`src/rtl/common_library.vh`:
```
// Shared load-type encodings and load-queue sizing for the writeback stage.
localparam logic [2:0] LD_LB  = 3'b000;
localparam logic [2:0] LD_LH  = 3'b001;
localparam logic [2:0] LD_LW  = 3'b010;
localparam logic [2:0] LD_LBU = 3'b100;
localparam logic [2:0] LD_LHU = 3'b101;

localparam int unsigned WB_FIFO_DEPTH = 2;
localparam int unsigned WB_FIFO_PTR_W = $clog2(WB_FIFO_DEPTH);

```
`src/rtl/writeback_unit_pkg.sv`:
```
// Common types and constants for the writeback unit.
package writeback_unit_pkg;

  `include "common_library.vh"

  // Which source owns the register-file write port this cycle.
  typedef enum logic [1:0] {
    SRC_NONE   = 2'd0,
    SRC_ALU    = 2'd1,
    SRC_FIFO   = 2'd2,
    SRC_BYPASS = 2'd3
  } wb_src_e;

endpackage

```
`src/rtl/wb_load_fifo.sv`:
```
// Small load-result queue holding {rd, formatted data}; pointers wrap naturally.
module wb_load_fifo #(
  parameter int unsigned WIDTH = 37,
  parameter int unsigned DEPTH = 2
) (
  input  logic                       clk,
  input  logic                       rst,
  input  logic                       push_i,
  input  logic                       pop_i,
  input  logic [WIDTH-1:0]           din_i,
  output logic [WIDTH-1:0]           head_o,
  output logic [$clog2(DEPTH):0]     count_o,
  output logic                       full_o,
  output logic                       empty_o
);

  localparam int unsigned PTR_W = $clog2(DEPTH);
  localparam logic [PTR_W:0] CNT_FULL = (PTR_W + 1)'(DEPTH);

  logic [WIDTH-1:0] mem_q [DEPTH];
  logic [PTR_W-1:0] wr_ptr_q, rd_ptr_q;
  logic [PTR_W:0]   count_q;
  logic             do_push, do_pop;

  assign full_o  = (count_q == CNT_FULL);
  assign empty_o = (count_q == '0);
  assign count_o = count_q;
  assign head_o  = mem_q[rd_ptr_q];

  assign do_push = push_i && !full_o;
  assign do_pop  = pop_i && !empty_o;

  // Reset only the pointers; stale storage is unreachable once they are cleared.
  always_ff @(posedge clk or posedge rst) begin
    if (rst) begin
      wr_ptr_q <= '0;
      rd_ptr_q <= '0;
      count_q  <= '0;
    end else begin
      if (do_push) wr_ptr_q <= wr_ptr_q + PTR_W'(1);
      if (do_pop)  rd_ptr_q <= rd_ptr_q + PTR_W'(1);
      case ({do_push, do_pop})
        2'b10:   count_q <= count_q + (PTR_W + 1)'(1);
        2'b01:   count_q <= count_q - (PTR_W + 1)'(1);
        default: count_q <= count_q;
      endcase
    end
  end

  always_ff @(posedge clk) begin
    if (do_push) mem_q[wr_ptr_q] <= din_i;
  end

endmodule

```
`src/rtl/writeback_unit.sv`:
```
// Writeback stage: arbitrates ALU and load results onto the register-file write port,
// formats load data and tracks pending loads. Define WB_FWD_EN to enable write forwarding.
module writeback_unit
  import writeback_unit_pkg::*;
#(
  parameter int unsigned RF_ADDR_LEN = 5,
  parameter int unsigned RF_DATA_LEN = 32,
  parameter int unsigned FIFO_DEPTH  = WB_FIFO_DEPTH
) (
  input  logic                   clk,
  input  logic                   rst,
  input  logic                   alu_valid,
  input  logic [RF_ADDR_LEN-1:0] alu_rd,
  input  logic [RF_DATA_LEN-1:0] alu_data,
  input  logic                   lsu_valid,
  output logic                   lsu_ready,
  input  logic [RF_ADDR_LEN-1:0] lsu_rd,
  input  logic [2:0]             lsu_funct3,
  input  logic [1:0]             lsu_byte_off,
  input  logic [RF_DATA_LEN-1:0] lsu_rdata,
  input  logic                   load_issue,
  input  logic [RF_ADDR_LEN-1:0] load_issue_rd,
  input  logic [RF_ADDR_LEN-1:0] rs1_addr,
  input  logic [RF_ADDR_LEN-1:0] rs2_addr,
  output logic                   rs1_pending,
  output logic                   rs2_pending,
  output logic                   w_en,
  output logic [RF_ADDR_LEN-1:0] rd_addr,
  output logic [RF_DATA_LEN-1:0] rd_write_data,
  output logic                   fwd_rs1_hit,
  output logic                   fwd_rs2_hit,
  output logic [RF_DATA_LEN-1:0] fwd_data
);

  localparam int unsigned PTR_W = $clog2(FIFO_DEPTH);
  localparam int unsigned ENT_W = RF_ADDR_LEN + RF_DATA_LEN;
  localparam int unsigned NREG  = 1 << RF_ADDR_LEN;
  localparam logic [PTR_W:0] CNT_DEPTH = (PTR_W + 1)'(FIFO_DEPTH);

  logic                   w_en_q, w_en_d;
  logic [RF_ADDR_LEN-1:0] rd_addr_q, rd_addr_d;
  logic [RF_DATA_LEN-1:0] rd_data_q, rd_data_d;
  logic [NREG-1:0]        pending_q, pending_d;

  wb_src_e                src;
  logic                   load_wr;
  logic                   ld_keep;
  logic [7:0]             ld_byte;
  logic [15:0]            ld_half;
  logic [RF_DATA_LEN-1:0] ld_data;

  logic                   fifo_push, fifo_pop, fifo_full, fifo_empty;
  logic [ENT_W-1:0]       fifo_head;
  logic [PTR_W:0]         fifo_count;
  logic [RF_ADDR_LEN-1:0] head_rd;
  logic [RF_DATA_LEN-1:0] head_data;

  assign lsu_ready = (fifo_count < CNT_DEPTH);
  assign ld_keep   = lsu_valid && lsu_ready && (lsu_rd != '0);
  assign head_rd   = fifo_head[ENT_W-1 -: RF_ADDR_LEN];
  assign head_data = fifo_head[RF_DATA_LEN-1:0];

  // Load extraction and extension happen once, at acceptance.
  assign ld_byte = lsu_rdata[{lsu_byte_off, 3'b000} +: 8];
  assign ld_half = lsu_byte_off[1] ? lsu_rdata[31:16] : lsu_rdata[15:0];

  always_comb begin
    ld_data = '0;
    case (lsu_funct3)
      LD_LB:   ld_data = {{(RF_DATA_LEN - 8){ld_byte[7]}}, ld_byte};
      LD_LH:   ld_data = {{(RF_DATA_LEN - 16){ld_half[15]}}, ld_half};
      LD_LW:   ld_data = lsu_rdata;
      LD_LBU:  ld_data = {{(RF_DATA_LEN - 8){1'b0}}, ld_byte};
      LD_LHU:  ld_data = {{(RF_DATA_LEN - 16){1'b0}}, ld_half};
      default: ld_data = '0;
    endcase
  end

  wb_load_fifo #(
    .WIDTH (ENT_W),
    .DEPTH (FIFO_DEPTH)
  ) u_fifo (
    .clk     (clk),
    .rst     (rst),
    .push_i  (fifo_push),
    .pop_i   (fifo_pop),
    .din_i   ({lsu_rd, ld_data}),
    .head_o  (fifo_head),
    .count_o (fifo_count),
    .full_o  (fifo_full),
    .empty_o (fifo_empty)
  );

  // Priority: ALU, then queued loads, then a fresh load straight through.
  always_comb begin
    src       = SRC_NONE;
    w_en_d    = 1'b0;
    rd_addr_d = rd_addr_q;
    rd_data_d = rd_data_q;
    load_wr   = 1'b0;
    fifo_pop  = 1'b0;
    fifo_push = 1'b0;

    if (alu_valid)        src = SRC_ALU;
    else if (!fifo_empty) src = SRC_FIFO;
    else if (ld_keep)     src = SRC_BYPASS;

    case (src)
      SRC_ALU: begin
        if (alu_rd != '0) begin
          w_en_d    = 1'b1;
          rd_addr_d = alu_rd;
          rd_data_d = alu_data;
        end
      end
      SRC_FIFO: begin
        w_en_d    = 1'b1;
        rd_addr_d = head_rd;
        rd_data_d = head_data;
        load_wr   = 1'b1;
        fifo_pop  = 1'b1;
      end
      SRC_BYPASS: begin
        w_en_d    = 1'b1;
        rd_addr_d = lsu_rd;
        rd_data_d = ld_data;
        load_wr   = 1'b1;
      end
      default: ;
    endcase

    fifo_push = ld_keep && (src != SRC_BYPASS) && !fifo_full;
  end

  // Issue sets after the writeback clear so a same-cycle collision stays pending.
  always_comb begin
    pending_d = pending_q;
    if (load_wr) pending_d[rd_addr_d] = 1'b0;
    if (load_issue && (load_issue_rd != '0)) pending_d[load_issue_rd] = 1'b1;
  end

  always_ff @(posedge clk or posedge rst) begin
    if (rst) begin
      w_en_q    <= 1'b0;
      rd_addr_q <= '0;
      rd_data_q <= '0;
      pending_q <= '0;
    end else begin
      w_en_q    <= w_en_d;
      rd_addr_q <= rd_addr_d;
      rd_data_q <= rd_data_d;
      pending_q <= pending_d;
    end
  end

  assign w_en          = w_en_q;
  assign rd_addr       = rd_addr_q;
  assign rd_write_data = rd_data_q;
  assign rs1_pending   = pending_q[rs1_addr];
  assign rs2_pending   = pending_q[rs2_addr];

`ifdef WB_FWD_EN
  assign fwd_rs1_hit = w_en_q && (rd_addr_q != '0) && (rd_addr_q == rs1_addr);
  assign fwd_rs2_hit = w_en_q && (rd_addr_q != '0) && (rd_addr_q == rs2_addr);
  assign fwd_data    = rd_data_q;
`else
  assign fwd_rs1_hit = 1'b0;
  assign fwd_rs2_hit = 1'b0;
  assign fwd_data    = '0;
`endif

endmodule

```
`config.mk`:
```
export PLATFORM = sky130hd
export DESIGN_NAME = writeback_unit
export DESIGN_NICKNAME = d
export VERILOG_FILES = /design/src/rtl/writeback_unit_pkg.sv /design/src/rtl/wb_load_fifo.sv /design/src/rtl/writeback_unit.sv
export VERILOG_INCLUDE_DIRS = /design/src /design/src/rtl
export SDC_FILE = /design/constraint.sdc
export NUM_CORES = 1
export LEC_CHECK = 0
export ABC_AREA = 1
export CORE_AREA = 4 4 133 135
export DETAILED_ROUTE_END_ITERATION = 8
export DIE_AREA = 0 0 137 139
export MAX_ROUTING_LAYER = met4
export PLACE_DENSITY = 0.78
export SETUP_SLACK_MARGIN = 0.15
export SYNTH_ARGS = -nofsm -noshare
export SYNTH_HDL_FRONTEND = slang
export SYNTH_SLANG_ARGS = --single-unit
export TNS_END_PERCENT = 1
```
`constraint.sdc`:
```
create_clock -name clk -period 3.5 [get_ports clk]
set_clock_uncertainty 0.2 [all_clocks]
set_input_delay 0.525 -clock clk [delete_from_list [all_inputs] [get_ports clk]]
set_output_delay 0.525 -clock clk [all_outputs]
set_load 0.01 [all_outputs]
```
# == Yosys cells after proc, flatten, opt, wreduce, memory -nomap -nowiden ==
# Memories as Yosys holds them, arrays and structs flattened.
# Cells that the tools add are included.
# Widths: inputs -> output; s select.
# totals
latch_bits,0
regBits,74
ram_bits,74
mem_bits_ro,0
input_bits,99
out_inout_bits,75
mem_count,1
elab_cells,81
# classes
add_sub_neg,4
multipliers,0
mux,26
n_div,0
n_reduce_logical,20
n_lt_le_gt_ge,7
bitwise,3
eq_ne,12
shift,1
# memory_table
memory,words,word_bits,rd,rd_ports_with_merged_regs,wr,line,rtl
u_fifo.mem_q,2,37,1,0,1,wb_load_fifo.sv:20,logic [WIDTH-1:0] mem_q [DEPTH];
# ops
cell,n
$pmux 32 s5,1
$mux 32,3
$pmux 32 s3,1
$and 32x32->32,1
$not 32->32,1
$or 32x32->32,1
$shiftx 32x6->8,1
$lt 5x6->1 const B,4
$mux 16,1
$pmux 5 s3,1
$reduce_bool 5->1,3
$bmux 1 s5,2
$demux 1 s5,2
$ge 5x1->1 const B,2
$logic_and 1x1->1,9
$mux 1,9
$eq 2x2->1 const B,4
$eq 3x3->1 const B,2
$mux 2,3
$mux 5,1
$eq 2x1->1 const B,2
$ne 2x2->1 const B,2
$pmux 2 s2,1
$eq 3x1->1 const B,1
other kinds (13),15

# == Logic depth before layout (Yosys ltp) ==
# depth
ltp_word,17
mapped_depth,14
ltp_nobuf,13

# == Modules after synthesis ==
# A second synthesis with hierarchy kept.
# hier_totals
cells_unflattened,1010
hier_area_um2,8315.5
# modules_own_cells
mod,cells_per_inst,area_each_um2,n_inst,seq_area_each_um2
writeback_unit,784,5330.1,1,1751.7
wb_load_fifo,226,2985.4,1,2322.2

# == Worst setup path before layout ==
# Ideal clock, no wire load.
# synth_path
path_type,input port to flip-flop
startpoint,input lsu_rd[1]
endpoint,"memory u_fifo.mem_q[0][0], enable pin"
setup_time_ps,431
required_ps,2869
arrival_ps,2669
path_buffers,0
setup_slack_ps,200
path_stages,5
path_cell_list,nor2_1 nand3_2 nand4_2 nand3_1 nor2_1
# synth_via
elab_chain_len,11
# synth_rtl
element,line,rtl
"start, declared",writeback_unit.sv:17,"input logic [RF_ADDR_LEN-1:0] lsu_rd,"
$reduce_bool 5->1 (*),writeback_unit.sv:59,assign ld_keep = lsu_valid && lsu_ready && (lsu_rd != '0);
$logic_and 1x1->1 (*),writeback_unit.sv:59,
$mux 2,writeback_unit.sv:106,else if (ld_keep) src = SRC_BYPASS;
$mux 2,writeback_unit.sv:105,else if (!fifo_empty) src = SRC_FIFO;
$mux 2,writeback_unit.sv:104,if (alu_valid) src = SRC_ALU;
$ne 2x2->1,writeback_unit.sv:132,fifo_push = ld_keep && (src != SRC_BYPASS) && !fifo_full;
$logic_and 1x1->1 (*) (2 in a row),writeback_unit.sv:132,
$logic_and 1x1->1 (*),wb_load_fifo.sv:30,assign do_push = push_i && !full_o;
$mux 1 (*),wb_load_fifo.sv:51,if (do_push) mem_q[wr_ptr_q] <= din_i;
$mux 1 (not written as such) (*),wb_load_fifo.sv:51,
"end, declared",wb_load_fifo.sv:20,
# Every way passes the cells marked *; elsewhere a longest branch is shown, timed or not.

# == Final worst setup path ==
# layout_path
startpoint,input rs2_addr[0]
endpoint,output rs2_pending
# layout_via
elab_chain_len,2
# layout_rtl
element,line,rtl
"start, declared",writeback_unit.sv:24,"input logic [RF_ADDR_LEN-1:0] rs2_addr,"
$bmux 1 s5,writeback_unit.sv:160,assign rs2_pending = pending_q[rs2_addr];
$mux 1 (not written as such),writeback_unit.sv:160,
"end, declared",writeback_unit.sv:26,"output logic rs2_pending,"
# Every way passes these cells. The select of a mux whose other input is x is not followed.

==> impl_metrics.py <==
metrics = {
    "yosys": {
        "ys_ff_latch": 148,
        "synthAdderAreaFrac_pct": 0.153,
        "synthSimpleGateAreaFrac_pct": 26.4,
        "synth_top_cell_by_area": "edfxtp_1",
        "synth_top_cell_area_share_pct": 27.2,
        "synth_xor_area_share_pct": 0.429,
        "synth_top_family_by_area": "simple AND/OR/NAND/NOR gates",
        "yosys_warnings": 0,
        "ys_top_cells_by_area": "edfxtp_1 27%, dfrtp_1 23%, nand2_1 16%",
        "synth_area_um2": 8170,
        "synthMuxAreaShare_pct": 1.10,
        "syn_inst": 994,
        "syn-mean-instance-area_um2": 8.22,
        "synth_compound_area_share_pct": 12.8,
        "synthDistinctLibCells": 43,
        "ys_seq_area_share_pct": 49.9,
    },
    "status": {
        "status": "completed",
    },
    "min_path": {
        "hold_path.class": "register to register",
        "min_from": "rd_write_data[13]",
    },
    "worst_setup_path": {
        "crit-reg2reg-launch": "u_fifo.rd_ptr_q",
        "start_kind": "primary input",
        "critical-path-max-stage-delay_ns": 0.58,
        "crit_type": "primary input to output pin",
        "cp-startpoint": "rs2_addr[0]",
        "path_cells": "clkdlybuf4s50_1 > buf_4 > o21ai_0 > o221ai_1 > nand3_1 > nand2_1 > nor2_1 > a31oi_1 > clkdlybuf4s50_1",
        "worst_setup_path_end_kind": "output pin",
        "critical_path_peak_fanout": 16,
        "slowest_stage": "clkdlybuf4s50_1",
        "worst-path-buf-inv": 3,
        "critical-path-top-delay-family": "buffers and inverters",
        "cp.required_ns": 2.77,
        "path_common_cell": "clkdlybuf4s50_1",
        "worstPathArrival_ns": 2.50,
    },
    "global_route": {
        "grt_max_degree": 49,
        "overflow": 0,
        "track_usage_pct": 25.3,
        "grt_pass1_wl_mm": 36.5,
        "antenna_found_initial": 0,
        "grt_pass1_vias": 6948,
    },
    "power_and_ir_drop": {
        "ir_worst_vdd_mv": 0.529,
        "power_mw": 7.06,
        "power.density_nw_per_um2": 691,
        "p_leak_nw": 4.47,
    },
    "place": {
        "pre_cts_slack_ns": 0.291,
        "globalplace.congestion": 0.991,
        "port_buffers": 139,
        "dp_hpwl_mm": 16.7,
    },
    "clocking": {
        "clkTransAtPathRegs_ns": 0.06,
        "worstSkewPairLatency_ns": 0.42,
        "cts_setup_buffers": 0,
        "cts_max_level": 4,
        "cts_tree": "built",
        "cts.sinks": 148,
        "cts.path.max_buffers": 2,
        "cts_root_buf": "clkbuf_16",
        "cts_made_buffers": 17,
    },
    "sta": {
        "rsz0062_at_grt": "true",
        "whs_ns": 0.281,
        "tightest_slew_ns": 0.908,
        "layout_setup_ws_ns": 0.271,
        "period_minus_slack_ns": 3.23,
        "finalHoldViolations": 0,
        "fin_crit_sh_pct": 92.3,
        "fin_tns_setup_ns": 0,
        "clock.fmax_mhz": 310,
        "slew_headroom_pct": 39.0,
        "drv_slew": 0,
        "setup_viol": 0,
    },
    "layout": {
        "fillerInstances": 1412,
        "num_antenna_cells": 0,
        "final_cell_mix": "345 x nand2_1, 138 x clkdlybuf4s50_1, 86 x o21ai_0",
        "utilization_pct": 62.1,
        "final_common_cell": "nand2_1",
        "drive_above_1_share_pct": 8.21,
        "area_growth_pct": 25.1,
        "nNetsFinal": 1233,
        "multi_input_area_um2": 3480,
        "seq_area_um2": 4070,
    },
    "drt": {
        "firstDrtPassIters": 6,
        "drc_errors": 0,
        "drt-initial-drc-count": 750,
        "wl_met1_mm": 9.59,
        "num_vias": 7369,
        "routed_via_density": 5.40,
        "top_layer": "met4",
        "wl_per_cell_um": 16.9,
        "totalWireLength_mm": 23.1,
        "route.met2.wl_mm": 10.5,
        "drt.antenna.violating_nets": 0,
        "wl_met3_mm": 2.36,
    },
    "floorplanning": {
        "die_y_um": 139,
        "core_area_um2": 16500,
        "start_util_pct": 49.6,
        "die_area_um2": 19000,
        "io_pins": 174,
        "rows": 47,
        "die_w_um": 137,
    },
    "job": {
        "maxCapViolations": 0,
    },
}
layer usage:
layer  vias up  GRT usage, %
li1       3512             -
met1      3400          34.4
met2       405          37.0
met3        52          6.02
met4         0          9.03
met5         -             -
Yosys cell counts:
cell / instances
clkinv_1: 2
nand2_1: 345
o21ai_2: 2
nand4_1: 9
or2_2: 2
a21oi_1: 12
o21ai_1: 19
edfxtp_1: 74
o221ai_1: 16
a21boi_1: 2
o2111ai_1: 5
o22ai_1: 2
nor2_1: 73
a21boi_0: 2
buf_2: 13
conb_1: 1
o211ai_1: 22
o211ai_2: 1
nand3_4: 2
xor2_1: 3
dfrtp_1: 74
nand3_1: 39
mux2i_1: 9
a31oi_1: 1
nor3_1: 10
clkbuf_1: 12
ha_1: 1
buf_4: 37
nor2_2: 9
nand3_2: 5
a21oi_4: 1
buf_6: 5
o21ai_0: 86
inv_1: 69
nand2_4: 3
and2_1: 1
xnor2_1: 1
nand2_2: 5
nand4_2: 1
inv_2: 7
buf_1: 5
a32oi_1: 2
nor2_4: 4
through the flow:
step	std cells	cell area, um2
2_1_floorplan	1027	8300
3_3_place_gp	1334	9690
3_5_place_dp	1334	9690
4_1_cts	1365	10200
5_1_grt	1365	10200
6_report	1365	10200
worst register-to-register path: stages, from the launching register on:
cell and delay [ns]:
dfrtp_1 0.63, clkinv_1 0.56, nand2_1 0.20, nand2_1 0.08
nand4_1 0.12, nand3_1 0.08, nand2_1 0.10, nand2_1 0.09
nor2_2 0.24, nand2_1 0.09, nand2_1 0.07, nand2_1 0.05
registers in the layout, summed over array words and instances, names as in the netlist:
name	count
w_en	1
u_fifo.wr_ptr_q	1
u_fifo.count_o	2
pending_q	32
u_fifo.mem_q	74
rd_addr	5
u_fifo.rd_ptr_q	1
rd_write_data	32
timing repair:
item                       in CTS  in global routing
setup endpoints to repair       0                  2
hold buffers                    0                  0
gates resized for setup         0                  3
area by class of cell:
class                   count  area share (%)
clock inverters            12           0.918
well taps                 220            2.69
inverters                  78            2.90
clock buffers              19            4.24
multi-input cells         729            34.1
repair buffers            159            15.3
flip-flops and latches    148            39.9
kinds of logic (layout without fill, tap and decap cells):
logic type	count (synthesis)	in the layout
xor gates and xnor gates	4	4
AOI/OAI and AO/OA	173	173
and+or+nand+nor	508	508
adders and majority gates	1	1
buffers and inverters	150	268
muxes	9	9
DFF	148	148
other	1	34
where the power goes:
part,switching (mW),internal [mW],leakage (nW)
Combinational,1.50,1.05,2.63
Sequential,0.451,2.42,1.57
Clock,0.681,0.961,0.265
final timing paths:
path	slack [ns]	to	depth (start not counted)
max reg2reg	0.89	pending_q[17]	11
min in group asynchronous	0.30	pending_q[8]	2
min reg2reg	0.28	rd_write_data[13]	2
max in group asynchronous	2.11	rd_write_data[13]	3
min	0.28	rd_write_data[13]	2
max	0.27	rs2_pending	9
No activity file was read; power rests on OpenSTA's default activity.
